`src/rtl/mode_pkg.sv`:
```
// Shared definitions for the multi-mode clock router: system mode indices,
// the mode index width helper, and the mode banner format.
package mode_pkg;

    localparam int MODE_WATCH     = 0;
    localparam int MODE_STOPWATCH = 1;
    localparam int MODE_TIMER     = 2;

    // The banner shows the 1-based mode number in the low nibble of the display.
    localparam int BANNER_W = 4;

    // The mode index is always at least one bit wide, even for two modes.
    function automatic int mode_w(input int n);
        return (n < 2) ? 1 : $clog2(n);
    endfunction

    function automatic logic [BANNER_W-1:0] banner_code(input int idx);
        return BANNER_W'(idx + 1);
    endfunction

endpackage

```
`src/rtl/idle_timer.sv`:
```
// Tick-driven up-counter with synchronous clear and enable. tc pulses
// combinationally on the tick that would take the count to TICKS, and the
// count restarts from zero. TICKS == 0 holds the counter at zero and never
// raises tc.
module idle_timer #(
    parameter int TICKS = 30
) (
    input  logic clk,
    input  logic reset_p,
    input  logic tick,
    input  logic clr,
    input  logic en,
    output logic tc
);

    localparam int CW = (TICKS < 1) ? 1 : $clog2(TICKS + 1);
    localparam logic [CW-1:0] LAST = CW'((TICKS < 1) ? 0 : TICKS - 1);

    logic [CW-1:0] count_q;
    logic [CW-1:0] count_d;

    // Next count and terminal-count pulse.
    always_comb begin
        count_d = count_q;
        tc      = 1'b0;
        if (TICKS == 0 || clr || !en) begin
            count_d = '0;
        end else if (tick) begin
            if (count_q == LAST) begin
                tc      = 1'b1;
                count_d = '0;
            end else begin
                count_d = count_q + CW'(1);
            end
        end
    end

    // Count register.
    always_ff @(posedge clk or posedge reset_p) begin
        if (reset_p) begin
            count_q <= '0;
        end else begin
            count_q <= count_d;
        end
    end

endmodule

```
`src/rtl/multi_mode_router.sv`:
```
// Mode router for the multi-mode clock: holds the current mode, routes
// function-button pulses to the selected sub-block, registers that
// sub-block's display value, and returns to HOME_MODE after an idle period.
// Optional feature macro: MODE_BANNER_EN (shows the 1-based mode number for
// BANNER_TICKS ticks after every mode change).
module multi_mode_router
    import mode_pkg::*;
#(
    parameter int N_MODES       = 3,
    parameter int N_BTN         = 4,
    parameter int VAL_W         = 16,
    parameter int HOME_MODE     = MODE_WATCH,
    parameter int TIMEOUT_TICKS = 30,
    parameter int BANNER_TICKS  = 2
) (
    input  logic                         clk,
    input  logic                         reset_p,
    input  logic                         tick,
    input  logic                         btn_next,
    input  logic                         btn_prev,
    input  logic [N_BTN-1:0]             btn_pe,
    input  logic [N_MODES*VAL_W-1:0]     sub_value,
    input  logic [N_MODES-1:0]           sub_busy,
    output logic [N_MODES*N_BTN-1:0]     sub_btn,
    output logic [VAL_W-1:0]             value,
    output logic [mode_w(N_MODES)-1:0]   mode_idx,
    output logic [N_MODES-1:0]           mode_onehot,
    output logic                         timeout_evt,
    output logic                         banner_active
);

    localparam int MW = mode_w(N_MODES);
    localparam logic [MW-1:0] LAST_MODE = MW'(N_MODES - 1);
    localparam logic [MW-1:0] HOME      = MW'(HOME_MODE);

    logic [MW-1:0]    mode_q, mode_d;
    logic [VAL_W-1:0] value_q, value_d;
    logic             timeout_q, timeout_d;

    logic             cur_busy;
    logic [VAL_W-1:0] cur_value;
    logic             step_next, step_prev;
    logic             btn_activity;
    logic             idle_tc;
    logic             mode_change;

    // Per-mode selection: routing, one-hot decode, busy and value of the current mode.
    always_comb begin
        cur_busy    = 1'b0;
        cur_value   = '0;
        sub_btn     = '0;
        mode_onehot = '0;
        for (int m = 0; m < N_MODES; m++) begin
            if (mode_q == MW'(m)) begin
                cur_busy                   = sub_busy[m];
                cur_value                  = sub_value[m*VAL_W +: VAL_W];
                sub_btn[m*N_BTN +: N_BTN]  = btn_pe;
                mode_onehot[m]             = 1'b1;
            end
        end
    end

    assign btn_activity = (|btn_pe) | btn_next | btn_prev;

    // Idle timeout only runs away from home while the current sub-block is not busy.
    idle_timer #(
        .TICKS (TIMEOUT_TICKS)
    ) u_idle (
        .clk     (clk),
        .reset_p (reset_p),
        .tick    (tick),
        .clr     (btn_activity),
        .en      ((mode_q != HOME) && !cur_busy),
        .tc      (idle_tc)
    );

    // Next mode: button steps win over the idle timeout; next+prev together cancel.
    always_comb begin
        step_next = btn_next & ~btn_prev;
        step_prev = btn_prev & ~btn_next;
        mode_d    = mode_q;
        if (step_next) begin
            mode_d = (mode_q == LAST_MODE) ? '0 : mode_q + MW'(1);
        end else if (step_prev) begin
            mode_d = (mode_q == '0) ? LAST_MODE : mode_q - MW'(1);
        end else if (idle_tc) begin
            mode_d = HOME;
        end
        mode_change = step_next | step_prev | idle_tc;
        timeout_d   = idle_tc;
    end

`ifdef MODE_BANNER_EN
    logic banner_q, banner_d;
    logic banner_tc;

    // Banner duration counter, restarted by every mode change.
    idle_timer #(
        .TICKS (BANNER_TICKS)
    ) u_banner (
        .clk     (clk),
        .reset_p (reset_p),
        .tick    (tick),
        .clr     (mode_change),
        .en      (banner_q),
        .tc      (banner_tc)
    );

    // Banner flag and display value; a mode change outranks a clearing event.
    always_comb begin
        banner_d = banner_q;
        if (mode_change) begin
            banner_d = 1'b1;
        end else if (banner_tc || (|btn_pe)) begin
            banner_d = 1'b0;
        end
        value_d = banner_d ? {{(VAL_W-BANNER_W){1'b0}}, banner_code(int'(mode_d))} : cur_value;
    end

    // Banner flag register.
    always_ff @(posedge clk or posedge reset_p) begin
        if (reset_p) begin
            banner_q <= 1'b0;
        end else begin
            banner_q <= banner_d;
        end
    end

    assign banner_active = banner_q;
`else
    // Display value is the current mode's slice, one cycle late.
    always_comb begin
        value_d = cur_value;
    end

    assign banner_active = 1'b0;
`endif

    // Mode, display value and timeout pulse registers.
    always_ff @(posedge clk or posedge reset_p) begin
        if (reset_p) begin
            mode_q    <= HOME;
            value_q   <= '0;
            timeout_q <= 1'b0;
        end else begin
            mode_q    <= mode_d;
            value_q   <= value_d;
            timeout_q <= timeout_d;
        end
    end

    assign mode_idx    = mode_q;
    assign value       = value_q;
    assign timeout_evt = timeout_q;

endmodule

```
`config.mk`:
```
export PLATFORM = sky130hd
export DESIGN_NAME = multi_mode_router
export DESIGN_NICKNAME = d
export VERILOG_FILES = /design/src/rtl/mode_pkg.sv /design/src/rtl/idle_timer.sv /design/src/rtl/multi_mode_router.sv
export SDC_FILE = /design/constraint.sdc
export NUM_CORES = 1
export LEC_CHECK = 0
export BUFFER_PORTS_ARGS = -buffer_cell sky130_fd_sc_hd__buf_2
export CORE_UTILIZATION = 25
export CTS_BUF_LIST = sky130_fd_sc_hd__clkbuf_8
export CTS_CLUSTER_DIAMETER = 200
export DETAILED_ROUTE_END_ITERATION = 16
export GPL_TIMING_DRIVEN = 0
export PLACE_DENSITY = 0.54
export REMOVE_ABC_BUFFERS = 1
export SLEW_MARGIN = 15
export SYNTH_ARGS = -nofsm -noshare
export SYNTH_HDL_FRONTEND = slang
export SYNTH_HIERARCHICAL = 1
export SYNTH_SLANG_ARGS = --single-unit
```
`constraint.sdc`:
```
create_clock -name clk -period 2.4 [get_ports clk]
set_input_delay 0.24 -clock clk [delete_from_list [all_inputs] [get_ports clk]]
set_output_delay 0.24 -clock clk [all_outputs]
set_load 0.05 [all_outputs]
```
==> summary by stage <==
Die
The area inside the core boundary is 0.005921 mm2. The number of rows created at floorplan is 28. The area of the die is 0.006442 mm2. The x dimension of the die is 80.27 um.

The I/O pin total is 95. The die height is 80.27 um. The starting density of the core is 0.2587.

Logic synthesis
The leading register cell type out of synthesis is sky130_fd_sc_hd__dfrtp_1. The cell taking the most area after synthesis is sky130_fd_sc_hd__dfrtp_1. The mean instance size in the synthesized netlist is 9.282 um2. Synthesis inferred 24 register bits.

By count the netlist is led by 34 x sky130_fd_sc_hd__a21oi_1, 24 x sky130_fd_sc_hd__dfrtp_1, 19 x sky130_fd_sc_hd__nand3b_1. By area the synthesized netlist is led by sky130_fd_sc_hd__dfrtp_1 39%, sky130_fd_sc_hd__a21oi_1 11%, sky130_fd_sc_hd__nand3b_1 9.3%. The most common cell in the synthesized netlist is sky130_fd_sc_hd__a21oi_1. The share of async-settable or async-resettable flops after synthesis is 1.000.

For this run, the register share of the synthesized area comes to 0.3922. The number of distinct library cell variants in the gate-level netlist after synthesis is 31. The share of the synthesized area in the top cell type is 0.3922.

During synthesis, Yosys emitted a total of 6 warnings. The area of the mapped netlist is 0.001531 mm2. The cell count after synthesis is 165. The synthesized design contains 0 enable-type register cells.

Cells and area
The growth of design area from synthesis to finish is 38.89%. In the final design database the tool counted 321 nets. The fraction of final layout cells sized beyond drive strength 1 is 0.4223. The count of inserted antenna diode cells is 0. After filler insertion, the fill cell instance count of the layout stands at 627. The final core utilization is 0.3593.

Clocking
The clock network latency to the later pin of the worst-skew pair is 260 ps. The deepest clock path buffer count is 2. The clock drives 24 sinks. The master cell of the clock root buffer is sky130_fd_sc_hd__clkbuf_8. The number of buffers created by CTS is 3. CTS built an H-tree with a depth of 1.

The clock tree from TritonCTS is built. After clock tree synthesis, the clock-pin slew on the worst setup and hold paths is 80 ps.

Global route
In the global route stage, met2 resource usage came out at 0.2154. The via count of the first global-routing pass is 1324. The overall routing resource usage is 0.1176. The global-route track usage on met1 is 0.1410. Entering global routing, the biggest net connects 40 pins. The number of antenna violations at the first check in global routing is 0. For met3 alone, demand over resource in global routing was 0.02500. Global routing finished with a remaining overflow of 0.

The first-pass GRT wire length is 5.975 mm. The most congested layer reported by global routing is met2.

Critical path
The depth of the most critical reg-to-reg path is 8. The critical path in this run is classified as register to output port. In this run the worst path has a maximum fanout of 22. In this run the critical register-to-register path is launched from mode_idx[1]$_DFFE_PP0P_. The slack of the worst reg-to-reg path is 280 ps. STA classifies the critical path startpoint as a register.

The required time at the endpoint of the critical path is 2160 ps. Data on the critical path arrives at its endpoint at 1880 ps. The nature of the critical path endpoint is an output port. The reg-to-reg critical path endpoint is mode_idx[1]$_DFFE_PP0P_.

STA
The final clock period utilization by the worst path is 0.8843. The sum of negative setup slack is 0 ps. The hold violation count in the final report is 0.

The relative slew slack is 0.5024. Between clock sinks in the finished design, the worst skew comes to 3.254 ps. The worst hold slack after final layout is 224.4 ps. The time the final worst path needs with I/O delays and setup is 2122 ps.

The number of pins with negative max-slew slack in the final report was 0. For this run, the top clock speed supported by timing is 0.4712 GHz. Setup violations remaining at the end of the flow were counted as 0. Setup repair after global routing left no endpoint under its margin.

The transition time at the pin with the least slew margin is 745.6 ps.

Hold path
The worst hold path belongs to the class primary input to register. The hold-critical path endpoint is value[4]$_DFF_PP0_. The worst hold path begins at sub_value[36]. The number of cells on the worst hold path is 3.

Status
The flow ran to the end, and the final reports show no timing, DRC or antenna violations.

Placed design
The detailed placer's ending HPWL is 2.780 mm. At the end of routability-driven placement, the weighted congestion stood at 0.7604. The number of input and output port buffers inserted is 92.

Detailed routing
The total via count in the routed design is 1484. The final wirelength is 4.056 mm. The number of iterations in the first detailed-routing pass is 4.

After detailed routing, the number of remaining DRC violations is 0. The routed length per placed instance is 12.44 um. The remaining number of nets flagged by the antenna check after routing is 0. Using the TritonRoute via totals, the vias-per-cell ratio works out to 4.552. The number of DRC markers in iteration 0 is 13.

Job
The count of max-cap constraint violations is 0.

Power and ir drop
The design draws 1.905 mW. The power density normalized to cell area is 895.5 mW/mm2. In this run the static leakage power is 1.056 nW. The maximum ir drop on the vdd rail is 0.4077 mV.
## power breakdown
group | leakage, nW | internal [mW] | switching [mW]
combinational | 0.716 | 0.283 | 0.750
sequential | 0.305 | 0.497 | 0.0309
clock | 0.0357 | 0.223 | 0.121
total | 1.06 | 1.00 | 0.902
## state kept, by name (all words and copies together), names as in the netlist
signal,count
timeout_evt,1
mode_idx,2
value,16
u_idle/count_q,5
## area by class of cell
| cell class | instances | area (um2) | area share |
|---|---|---|---|
| Clock inverter | 1 | 30.03 | 0.01412 |
| Timing Repair Buffer | 94 | 485.5 | 0.2282 |
| Tap cell | 75 | 93.84 | 0.04412 |
| Clock buffer | 3 | 41.29 | 0.01941 |
| Inverter | 8 | 30.03 | 0.01412 |
| Multi-Input combinational cell | 121 | 845.8 | 0.3976 |
| Sequential cell | 24 | 600.6 | 0.2824 |
## critical path, cell delays in order (launching register included)
cell and delay (ps):
sky130_fd_sc_hd__dfrtp_1 450, sky130_fd_sc_hd__inv_1 190, sky130_fd_sc_hd__ha_2 530, sky130_fd_sc_hd__and2_1 190
sky130_fd_sc_hd__buf_2 260
## stage by stage
| stage | cells | cell area [um2] | setup slack (ps) |
|---|---|---|---|
| finish | 326 | 2127 | 277.6 |
| global route | 326 | 2127 | 44.15 |
| CTS | 325 | 2093 | 33.06 |
| detailed placement | 320 | 1992 | -341.8 |
| global placement | 320 | 1989 | -590.8 |
| floorplan | 153 | 1435 | -555.6 |
## cell usage in the layout (no fill, tap or decap), types with 2 or more instances in the layout
cell type,count
sky130_fd_sc_hd__and2_1,12
sky130_fd_sc_hd__a31oi_1,2
sky130_fd_sc_hd__a21oi_2,2
sky130_fd_sc_hd__ha_4,2
sky130_fd_sc_hd__buf_2,92
sky130_fd_sc_hd__dfrtp_1,24
sky130_fd_sc_hd__nand3b_1,19
sky130_fd_sc_hd__a311oi_1,2
sky130_fd_sc_hd__nor2b_1,17
sky130_fd_sc_hd__nor3b_1,2
sky130_fd_sc_hd__clkbuf_8,3
sky130_fd_sc_hd__ha_1,6
sky130_fd_sc_hd__a21oi_1,34
sky130_fd_sc_hd__nand2b_1,2
sky130_fd_sc_hd__inv_1,8
sky130_fd_sc_hd__nand2_1,7
## kinds of logic (layout without fill, tap and decap cells)
family	count (synthesis)	after routing	share of synthesized area
adder cells (fa/ha/maj)	9	9	0.07353
flip-flops	24	24	0.3922
AND/OR/NAND/NOR	68	68	0.2859
other	1	1	0.002449
AO/OA/AOI/OAI	43	43	0.1634
buffers and inverters	20	106	0.08252
## layer usage
metal	vias to the layer above	routed length [um]
met3	2	254
met1	686	1886
met2	61	1886
met5	-	0
li1	735	-
met4	0	29
## what timing repair did
action / CTS / global route
setup buffers: 0 / 1
resized for setup: 4 / 3
hold buffers: 1 / 0
setup endpoints to repair: 8 / 2
hold endpoints to repair: 5 / 0
## how the worst max path moves through the flow
| stage | from | endpoint | slack (ps) | cells after the start |
|---|---|---|---|---|
| 4_1_cts | mode_idx[1]$_DFFE_PP0P_ | mode_idx[1]$_DFFE_PP0P_ | 30 | 8 |
| 2_1_floorplan | mode_idx[0]$_DFFE_PP0P_ | mode_idx[1]$_DFFE_PP0P_ | -560 | 8 |
| 6_report | mode_idx[0]$_DFFE_PP0P_ | sub_btn[3] | 280 | 4 |
| 3_5_place_dp | mode_idx[1]$_DFFE_PP0P_ | mode_idx[1]$_DFFE_PP0P_ | -340 | 8 |
| 5_1_grt | mode_idx[1]$_DFFE_PP0P_ | mode_idx[0]$_DFFE_PP0P_ | 40 | 8 |
| 3_3_place_gp | mode_idx[0]$_DFFE_PP0P_ | mode_idx[1]$_DFFE_PP0P_ | -590 | 8 |
No activity file was read; power rests on OpenSTA's default activity.
